`config.mk`:
```
export PLATFORM = sky130hd
export DESIGN_NAME = reg_file_mp_flat
export DESIGN_NICKNAME = d
export VERILOG_FILES = /design/src/rtl/reg_file_mp_pkg.sv /design/src/rtl/reg_file_mp_if.sv /design/src/rtl/reg_file_clear_fsm.sv /design/src/rtl/reg_file_mp.sv /design/src/flat_wrapper.sv
export SDC_FILE = /design/constraint.sdc
export NUM_CORES = 1
export LEC_CHECK = 0
export CELL_PAD_IN_SITES_DETAIL_PLACEMENT = 1
export CELL_PAD_IN_SITES_GLOBAL_PLACEMENT = 1
export CORE_MARGIN = 2
export CORE_UTILIZATION = 49
export CTS_CLUSTER_DIAMETER = 150
export DETAILED_ROUTE_END_ITERATION = 8
export HOLD_SLACK_MARGIN = 0.02
export PLACE_DENSITY = 0.8
export RECOVER_POWER = 100
export REMOVE_ABC_BUFFERS = 1
export SETUP_SLACK_MARGIN = 0.5
export SYNTH_ARGS = -nofsm -noshare
export SYNTH_HDL_FRONTEND = slang
export SYNTH_SLANG_ARGS = --single-unit
```
`constraint.sdc`:
```
create_clock -name Clock -period 4.5 [get_ports Clock]
set_clock_uncertainty 0.1 [all_clocks]
set_input_delay 0.9 -clock Clock [delete_from_list [all_inputs] [get_ports Clock]]
set_output_delay 0.9 -clock Clock [all_outputs]
set_load 0.005 [all_outputs]
```
`src/rtl/reg_file_mp_pkg.sv`:
```
// regfile_pkg: shared state encoding and sizing helper for the multi-port register file.
package regfile_pkg;
  typedef enum logic {CLEAR, IDLE} state_t;
  function automatic int depth(input int aw);
    return 1 << aw;
  endfunction
endpackage

```
`src/rtl/reg_file_mp_if.sv`:
```
// reg_file_mp_if: write/read bus of the register file; master drives addresses and data.
interface reg_file_mp_if #(
  parameter int DATA_W   = 32,
  parameter int ADDR_W   = 5,
  parameter int NUM_READ = 2
);
  logic                         Reg_Write;
  logic [ADDR_W-1:0]            Write_Register;
  logic [DATA_W-1:0]            Write_Data;
  logic [NUM_READ*ADDR_W-1:0]   Read_Register;
  logic [NUM_READ*DATA_W-1:0]   Read_Data;
  logic                         Busy;
  modport master (output Reg_Write, Write_Register, Write_Data, Read_Register, input Read_Data, Busy);
  modport slave  (input Reg_Write, Write_Register, Write_Data, Read_Register, output Read_Data, Busy);
endinterface

```
`src/rtl/reg_file_clear_fsm.sv`:
```
// reg_file_clear_fsm: walks every entry writing zero after reset; o_busy is high exactly while state is CLEAR.
module reg_file_clear_fsm
  import regfile_pkg::*;
#(
  parameter int ADDR_W = 5
) (
  input  logic              clk,
  input  logic              rst,
  output logic              o_busy,
  output logic              o_clr_we,
  output logic [ADDR_W-1:0] o_clr_addr
);
  state_t            r_state;
  logic [ADDR_W-1:0] r_ptr;
  always_ff @(posedge clk) begin
    if (rst) begin
      r_state <= CLEAR;
      r_ptr   <= '0;
      o_busy  <= 1'b1;
    end else if (r_state == CLEAR) begin
      r_ptr <= r_ptr + ADDR_W'(1);
      if (&r_ptr) begin
        r_state <= IDLE;
        o_busy  <= 1'b0;
      end
    end
  end
  assign o_clr_we   = (r_state == CLEAR) && !rst;
  assign o_clr_addr = r_ptr;
endmodule

```
`src/rtl/reg_file_mp.sv`:
```
// reg_file_mp: N-read-port register file with hardware clear; define REGFILE_FWD_EN for write-to-read bypass.
module reg_file_mp
  import regfile_pkg::*;
#(
  parameter int DATA_W   = 32,
  parameter int ADDR_W   = 5,
  parameter int NUM_READ = 2,
  parameter int ZERO_REG = 1
) (
  input  logic         Clock,
  input  logic         Reset,
  reg_file_mp_if.slave bus
);
  localparam int DEPTH = depth(ADDR_W);
  logic [DATA_W-1:0] r_mem [DEPTH];
  logic [DATA_W-1:0] r_rd  [NUM_READ];
  logic [DATA_W-1:0] w_rd  [NUM_READ];
  logic              w_busy;
  logic              w_clr_we;
  logic [ADDR_W-1:0] w_clr_addr;
  logic              w_user_we;
  reg_file_clear_fsm #(.ADDR_W(ADDR_W)) u_clr (
    .clk        (Clock),
    .rst        (Reset),
    .o_busy     (w_busy),
    .o_clr_we   (w_clr_we),
    .o_clr_addr (w_clr_addr)
  );
  assign w_user_we = bus.Reg_Write && !w_busy && !Reset &&
                     !(ZERO_REG != 0 && bus.Write_Register == '0);
  always_ff @(posedge Clock) begin
    if (w_clr_we) r_mem[w_clr_addr] <= '0;
    else if (w_user_we) r_mem[bus.Write_Register] <= bus.Write_Data;
  end
  for (genvar g = 0; g < NUM_READ; g++) begin : g_rd
    logic [ADDR_W-1:0] w_ra;
    assign w_ra = bus.Read_Register[g*ADDR_W +: ADDR_W];
`ifdef REGFILE_FWD_EN
    // w_user_we already excludes Busy and the hardwired zero entry
    assign w_rd[g] = (ZERO_REG != 0 && w_ra == '0) ? '0 :
                     (w_user_we && bus.Write_Register == w_ra) ? bus.Write_Data : r_mem[w_ra];
`else
    assign w_rd[g] = (ZERO_REG != 0 && w_ra == '0) ? '0 : r_mem[w_ra];
`endif
  end
  always_ff @(posedge Clock) begin
    for (int i = 0; i < NUM_READ; i++) r_rd[i] <= (Reset || w_busy) ? '0 : w_rd[i];
  end
  always_comb begin
    bus.Read_Data = '0;
    for (int i = 0; i < NUM_READ; i++) bus.Read_Data[i*DATA_W +: DATA_W] = r_rd[i];
  end
  assign bus.Busy = w_busy;
endmodule

```
`src/flat_wrapper.sv`:
```
// flat-port wrapper written by rule: the top's interface ports become plain ports
module reg_file_mp_flat import regfile_pkg::*;
#(
  parameter int DATA_W   = 32,
  parameter int ADDR_W   = 5,
  parameter int NUM_READ = 2,
  parameter int ZERO_REG = 1
)
  (Clock, Reset, bus_Reg_Write, bus_Write_Register, bus_Write_Data, bus_Read_Register, bus_Read_Data, bus_Busy);
  reg_file_mp_if #(.DATA_W(DATA_W), .ADDR_W(ADDR_W), .NUM_READ(NUM_READ)) bus_i ();
  input  logic Clock;
  input  logic Reset;
  input wire logic [$bits(bus_i.Reg_Write)-1:0] bus_Reg_Write;
  input wire logic [$bits(bus_i.Write_Register)-1:0] bus_Write_Register;
  input wire logic [$bits(bus_i.Write_Data)-1:0] bus_Write_Data;
  input wire logic [$bits(bus_i.Read_Register)-1:0] bus_Read_Register;
  output wire logic [$bits(bus_i.Read_Data)-1:0] bus_Read_Data;
  output wire logic [$bits(bus_i.Busy)-1:0] bus_Busy;
  assign bus_i.Reg_Write = bus_Reg_Write;
  assign bus_i.Write_Register = bus_Write_Register;
  assign bus_i.Write_Data = bus_Write_Data;
  assign bus_i.Read_Register = bus_Read_Register;
  assign bus_Read_Data = bus_i.Read_Data;
  assign bus_Busy = bus_i.Busy;
  reg_file_mp #(.DATA_W(DATA_W), .ADDR_W(ADDR_W), .NUM_READ(NUM_READ), .ZERO_REG(ZERO_REG)) u_core (.Clock(Clock), .Reset(Reset), .bus(bus_i));
endmodule
```
==> reports/results.ini, run 1 <==
[run_status]
outcome = complete, but fails checks
violations = capacitance limit, slew limit

[clock_network]
numCtsBuffers = 115
ctsHoldBuffers = 0
post_cts_resized = 0
htree_levels = 3
cts_tree = yes
cts_setup_buffers = 0
max-clock-path-buffers = 3
path_clk_slew_ns = 0.06
insertion_delay_ns = 0.71
clockRootBuffer = clkbuf_16
clock_sinks = 1095

[placed_design]
port_buffers = 114
place.gp.congestion = 0.8723
dp_hpwl_um = 99840
place_area_um2 = 53510
place_inst = 4317

[synthesis]
synthDistinctLibCells = 57
synth_area_um2 = 50030
ys.flop_type = edfxtp_1
synthCells = 2927
ys_ff_latch = 1095
yosysWarnings = 0
async_flop_share_pct = 0
seq_area_frac_synth_pct = 64.30
syn_area_per_cell_um2 = 17.09
synth_edf_count = 1024

[power_and_ir_drop]
ir_drop_uv = 324.9
total_leakage_power_nw = 21.73
power_frac_seq_pct = 50.6
pwr-share-clk_pct = 43.5
p_sw_share_pct = 22.50
power.switching_w = 0.004913
comb_power_share_pct = 5.9
powerDensity_nw_per_um2 = 383.3
power.internal_w = 0.01692

[sta]
relSlewSlack_pct = -35.32
fin_hold_ws_ns = 0.5153
finalHoldViolations = 0
setup_viol = 0
fin_tns_setup_ns = 0
rsz0062_at_grt = no
period_share_pct = 89.82
max_freq_mhz = 247.4
slew_viol_final = 106
min_period_ns = 4.042
worst_pin_slew_ns = 2.025

[hold_path]
hold_path.class = reg2reg

[global_routing]
grt_pass1_wl_um = 241100
grt_overflow = 0
first_global_vias = 34098
antenna_found_initial = 4
grtUsageTotal_pct = 32.29
grt_max_degree = 59

[critical_path]
cp-start-kind = input pin
crit_arrival_ns = 4.06
crit_fanout = 32
criticalPathCategory = in2reg
critPathRequiredTime_ns = 4.52
worstSetupEndpointType = flip-flop

[floorplanning]
dieArea_um2 = 104700
io_pins = 115
chipWidth_um = 323.5
start_util_pct = 49.25
die-height_um = 323.5
fp-row-count = 117
core_area_um2 = 101600

[layout]
drive_above_1_share_pct = 20.04
seq_area_um2 = 32170
final_design_area_no_fill_um2 = 56970
final_cells = 4534
multi_input_area_um2 = 16790
layout_common_cells = edfxtp_1 (1024), mux2i_1 (571), mux4_2 (211), a22oi_1 (176), clkbuf_16 (116)
syn2layout_area_growth_pct = 13.86
final_common_cell = edfxtp_1
nets = 3118
n_fill_cell = 9180

[drt]
ant_nets = 0
drc = 0
vias = 32342
drt_iter0_drc = 4641
via_per_inst = 7.133
dr.pass1.iters = 7
routed_wl_um = 169600
wl_per_cell_um = 37.40

[job]
max_cap_violations = 5

routing by layer:
| layer | up-vias | track usage [%] | share of wire (%) |
|---|---|---|---|
| li1 | 12482 | - | - |
| met1 | 16882 | 42.42 | 37 |
| met2 | 2400 | 51.26 | 47 |
| met3 | 572 | 6.605 | 11 |
| met5 | - | 0 | 0.018 |
| met4 | 6 | 16.54 | 5.4 |
logic make-up after synthesis:
group	Yosys count	synth area share [%]
fa+ha+maj	2	0.05001
simple gates	334	3.398
xor+xnor	3	0.05252
mux	875	23.88
compound gates	377	5.832
buf+inv	241	2.486
flops	1095	64.30
through the flow:
| stage | utilization, % | power (W) | setup WS [ns] |
|---|---|---|---|
| after floorplan | - | 0.01179 | -0.3684 |
| after global placement | 52.67 | 0.01247 | 0.5013 |
| after detailed placement | 52.67 | 0.01252 | 0.3581 |
| after CTS | 56.33 | 0.02186 | 1.089 |
| after global routing | 56.07 | 0.02229 | 0.4719 |
| final | 56.07 | 0.02183 | 0.4583 |
sequential cells by signal, summed over array words and instances (netlist names):
name,flops
u_core.u_clr.o_clr_addr,5
u_core.u_clr.o_busy,1
u_core.u_clr.r_state,1
u_core.r_rd,64
u_core.r_mem,1024
power groups by stage:
| stage | clock, W | combinational [W] | sequential (W) |
|---|---|---|---|
| CTS | 0.00954 | 0.00127 | 0.0111 |
| detailed placement | 0 | 0.00126 | 0.0113 |
| floorplan | 0 | 0.000532 | 0.0113 |
| global placement | 0 | 0.00122 | 0.0113 |
| finish | 0.00950 | 0.00128 | 0.0111 |
| global route | 0.00992 | 0.00132 | 0.0111 |
final timing paths:
| kind | start | endpoint | slack, ns | depth (start not counted) |
|---|---|---|---|---|
| max | bus_Write_Register[4] | u_core.r_mem[18][12] | 0.46 | 7 |
| min | u_core.u_clr.o_busy | u_core.u_clr.o_busy | 0.52 | 2 |
| max reg2reg | u_core.u_clr.r_state | u_core.r_mem[2][25] | 0.72 | 6 |
| min reg2reg | u_core.u_clr.o_busy | u_core.u_clr.o_busy | 0.52 | 2 |
final cells by class:
cell class                      count  share of cell area (%)
Multi-Input combinational cell   1591                   29.48
Clock buffer                      153                   5.515
Timing Repair Buffer              259                   4.465
Clock inverter                     61                   1.023
Sequential cell                  1095                   56.47
Inverter                            4                 0.02636
Tap cell                         1368                   3.005
Antenna cell                        3                 0.01318
synthesized netlist by cell type, types with 2 or more instances:
cell type / count / area (µm²)
edfxtp_1: 1024 / 30750
mux2i_1: 571 / 5715
mux4_2: 211 / 4752
a22oi_1: 176 / 1321
clkbuf_1: 110 / 412.9
nand2_1: 104 / 390.4
nand3_1: 72 / 360.4
dfxtp_1: 71 / 1421
buf_2: 67 / 335.3
mux2_2: 64 / 720.7
o221ai_1: 48 / 420.4
a211oi_1: 44 / 330.3
nand4_1: 40 / 250.2
and2_1: 36 / 225.2
buf_4: 33 / 247.7
a221oi_1: 32 / 280.3
mux4_1: 29 / 762.0
nor3_1: 29 / 145.1
o2111ai_1: 24 / 210.2
nor2_1: 23 / 86.33
a21oi_1: 22 / 110.1
buf_6: 17 / 191.4
o22ai_1: 16 / 100.1
buf_1: 9 / 33.78
nor2b_1: 8 / 50.05
inv_1: 4 / 15.01
a41oi_1: 3 / 26.28
and3_1: 3 / 18.77
nand4b_1: 3 / 26.28
and4b_1: 2 / 20.02
and4bb_2: 2 / 25.02
ha_1: 2 / 25.02
nand2b_1: 2 / 12.51
o31a_1: 2 / 17.52
xor2_1: 2 / 17.52
critical path, cell delays in order:
cell and delay, ns:
dlygate4sd3_1 0.65, or3_4 0.44, o31ai_4 0.46, a221o_1 0.23
clkbuf_2 0.42, nor2_4 0.06, clkbuf_2 0.83
Power figures use the tool's default switching activity.
==> run 2, diff against run 1 <==
--- a/config.mk
+++ b/config.mk
@@ -7,6 +7,7 @@
 export LEC_CHECK = 0
 export CELL_PAD_IN_SITES_DETAIL_PLACEMENT = 1
 export CELL_PAD_IN_SITES_GLOBAL_PLACEMENT = 1
+export CORE_ASPECT_RATIO = 2
 export CORE_MARGIN = 2
 export CORE_UTILIZATION = 49
 export CTS_CLUSTER_DIAMETER = 150
==> reports/results.ini, run 2 (synthesis results as in run 1) <==
[critical_path]
critPathRequiredTime_ns = 4.95  ; was 4.52 ns
worstSetupEndpointType = flip-flop  ; unchanged
worst_r2r_path_depth = 5  ; was 6
crit_fanout = 38  ; was 32
criticalPathCategory = in2reg  ; unchanged
crit_arrival_ns = 4.52  ; was 4.06 ns
cp-start-kind = input pin  ; unchanged

[sta]
min_period_ns = 4.075  ; was 4.042 ns
fin_tns_setup_ns = 0  ; unchanged
finalHoldViolations = 0  ; unchanged
max_freq_mhz = 245.4  ; was 247.4 MHz
rsz0062_at_grt = no  ; unchanged
setup_viol = 0  ; unchanged
slew_viol_final = 180  ; was 106
period_share_pct = 90.55  ; was 89.82%
worst_pin_slew_ns = 2.080  ; was 2.025 ns
relSlewSlack_pct = -38.68  ; was -35.32%

[floorplanning]
core_area_um2 = 101200  ; was 101600 µm²
die-height_um = 455.9  ; was 323.5 µm
io_pins = 115  ; unchanged
chipWidth_um = 230.0  ; was 323.5 µm
dieArea_um2 = 104800  ; was 104700 µm²
fp-row-count = 165  ; was 117
start_util_pct = 49.46  ; was 49.25%

[clock_network]
cts_tree = yes  ; unchanged
max-clock-path-buffers = 3  ; unchanged
insertion_delay_ns = 0.72  ; was 0.71 ns
clockRootBuffer = clkbuf_16  ; unchanged
clock_sinks = 1095  ; unchanged
cts_setup_buffers = 0  ; unchanged
htree_levels = 3  ; unchanged
ctsHoldBuffers = 0  ; unchanged
post_cts_resized = 0  ; unchanged
path_clk_slew_ns = 0.06  ; about the same
numCtsBuffers = 95  ; was 115

[layout]
nets = 3130  ; was 3118
largest_reg_flops = 1024  ; unchanged
final_common_cell = edfxtp_1  ; unchanged
finish.utilization_pct = 55.93  ; was 56.07%
largest-register = u_core.r_mem  ; unchanged
drive_above_1_share_pct = 19.98  ; was 20.04%
syn2layout_area_growth_pct = 13.08  ; was 13.86%
layout_common_cells = edfxtp_1 (1024), mux2i_1 (571), mux4_2 (211), a22oi_1 (177), nand2_1 (104)  ; was edfxtp_1 (1024), mux2i_1 (571), mux4_2 (211), a22oi_1 (176), clkbuf_16 (116)

[global_routing]
first_global_vias = 35108  ; was 34.10k
grt_max_degree = 84  ; was 59
grt_overflow = 0  ; unchanged
grt_pass1_wl_um = 252500  ; was 241100 µm
antenna_found_initial = 10  ; was 4
grtUsageTotal_pct = 33.89  ; was 32.29%

[drt]
via_per_inst = 7.307  ; was 7.133
vias = 32867  ; was 32.34k
drt_iter0_drc = 3702  ; was 4641
drc = 0  ; unchanged
routed_wl_um = 179200  ; was 169600 µm
wl_per_cell_um = 39.83  ; was 37.40 µm
dr.pass1.iters = 5  ; was 7
ant_nets = 0  ; unchanged

[power_and_ir_drop]
ir_drop_uv = 244.7  ; was 324.9 µV
power_frac_seq_pct = 53.4  ; was 50.6%
total_leakage_power_nw = 21.56  ; was 21.73 nW
p_sw_share_pct = 22.83  ; was 22.50%
power.internal_w = 0.01597  ; was 0.01692 W
power.switching_w = 0.004725  ; was 0.004913 W
comb_power_share_pct = 6.4  ; was 5.9%
pwr-share-clk_pct = 40.3  ; was 43.5%
powerDensity_nw_per_um2 = 365.8  ; was 383.3 nW/µm²

[placed_design]
dp_hpwl_um = 109100  ; was 99840 µm
port_buffers = 114  ; unchanged
place.gp.congestion = 0.8870  ; was 0.8723

[run_status]
violations = capacitance limit, slew limit  ; unchanged
outcome = complete, but fails checks  ; unchanged

[job]
max_cap_violations = 6  ; was 5

[hold_path]
hold_path.class = reg2reg  ; unchanged
hold_depth = 2  ; unchanged

run 2: cell types whose count changed in the layout (fill, tap and decap cells not counted), moves of 3 or more:
cell        previous run  this run
clkinv_2              25        16
and2_1                21        11
clkbuf_2              12        33
clkinvlp_4             7        10
clkbuf_8              10         6
nor2_4                11         8
nor3_2                 6         2
nor3_1                23        27
buf_12                28        41
clkbuf_16            116        96
and2_0                12        22
inv_6                  1         7
clkbuf_1              32        23
clkbuf_4               7         4
run 2: routing by layer:
metal  track usage (%)  vias up  wire length (µm)
met1             38.00    17020             58140
li1                  -    12482                 -
met5                 0        -                54
met3             6.344      849             15800
met2             57.02     2508             88910
met4             25.85        8             16270
run 2: metrics by stage:
| step | area, µm² | hold WS (ns) | total power, W | setup slack, ns | std cells |
|---|---|---|---|---|---|
| 2_1_floorplan | 48810 | 0.4231 | 0.01179 | -0.3684 | 2690 |
| 3_3_place_gp | 53830 | 0.4644 | 0.01251 | 0.3930 | 4317 |
| 3_5_place_dp | 53830 | 0.5088 | 0.01256 | 0.2975 | 4317 |
| 4_1_cts | 56910 | 0.5195 | 0.02070 | 1.026 | 4494 |
| 5_1_grt | 56580 | 0.5606 | 0.02107 | 0.4232 | 4496 |
| 6_report | 56580 | 0.5208 | 0.02070 | 0.4254 | 4498 |
run 2: path summary, 6_finish.rpt:
kind                         startpoint                    endpoint  slack (ns)
max                bus_Read_Register[0]          u_core.r_rd[0][16]        0.43
min          u_core.u_clr.o_clr_addr[1]  u_core.u_clr.o_clr_addr[1]        0.52
max reg2reg        u_core.u_clr.r_state         u_core.r_mem[2][19]        0.73
min reg2reg  u_core.u_clr.o_clr_addr[1]  u_core.u_clr.o_clr_addr[1]        0.52
run 2: critical path, stage by stage:
cell and delay (ns):
clkbuf_2 0.97, nor2_4 1.06, nand2_1 0.19, o21ai_4 0.74
buf_4 0.40, a211oi_1 0.11
run 2: final cells by class:
class / instances / area (µm²)
Timing Repair Buffer: 291 / 2882
Tap cell: 1336 / 1672
Multi-Input combinational cell: 1591 / 16750
Sequential cell: 1095 / 32170
Clock inverter: 59 / 535.5
Inverter: 4 / 15.01
Clock buffer: 118 / 2545
Fill cell: 9099 / 44580
Antenna cell: 4 / 10.01
run 2: power by group through the flow:
stage	sequential, W	clock [W]	combinational [W]
finish	0.0110	0.00834	0.00132
global route	0.0110	0.00869	0.00134
CTS	0.0110	0.00835	0.00130
detailed placement	0.0113	0	0.00129
global placement	0.0113	0	0.00125
floorplan	0.0113	0	0.000532
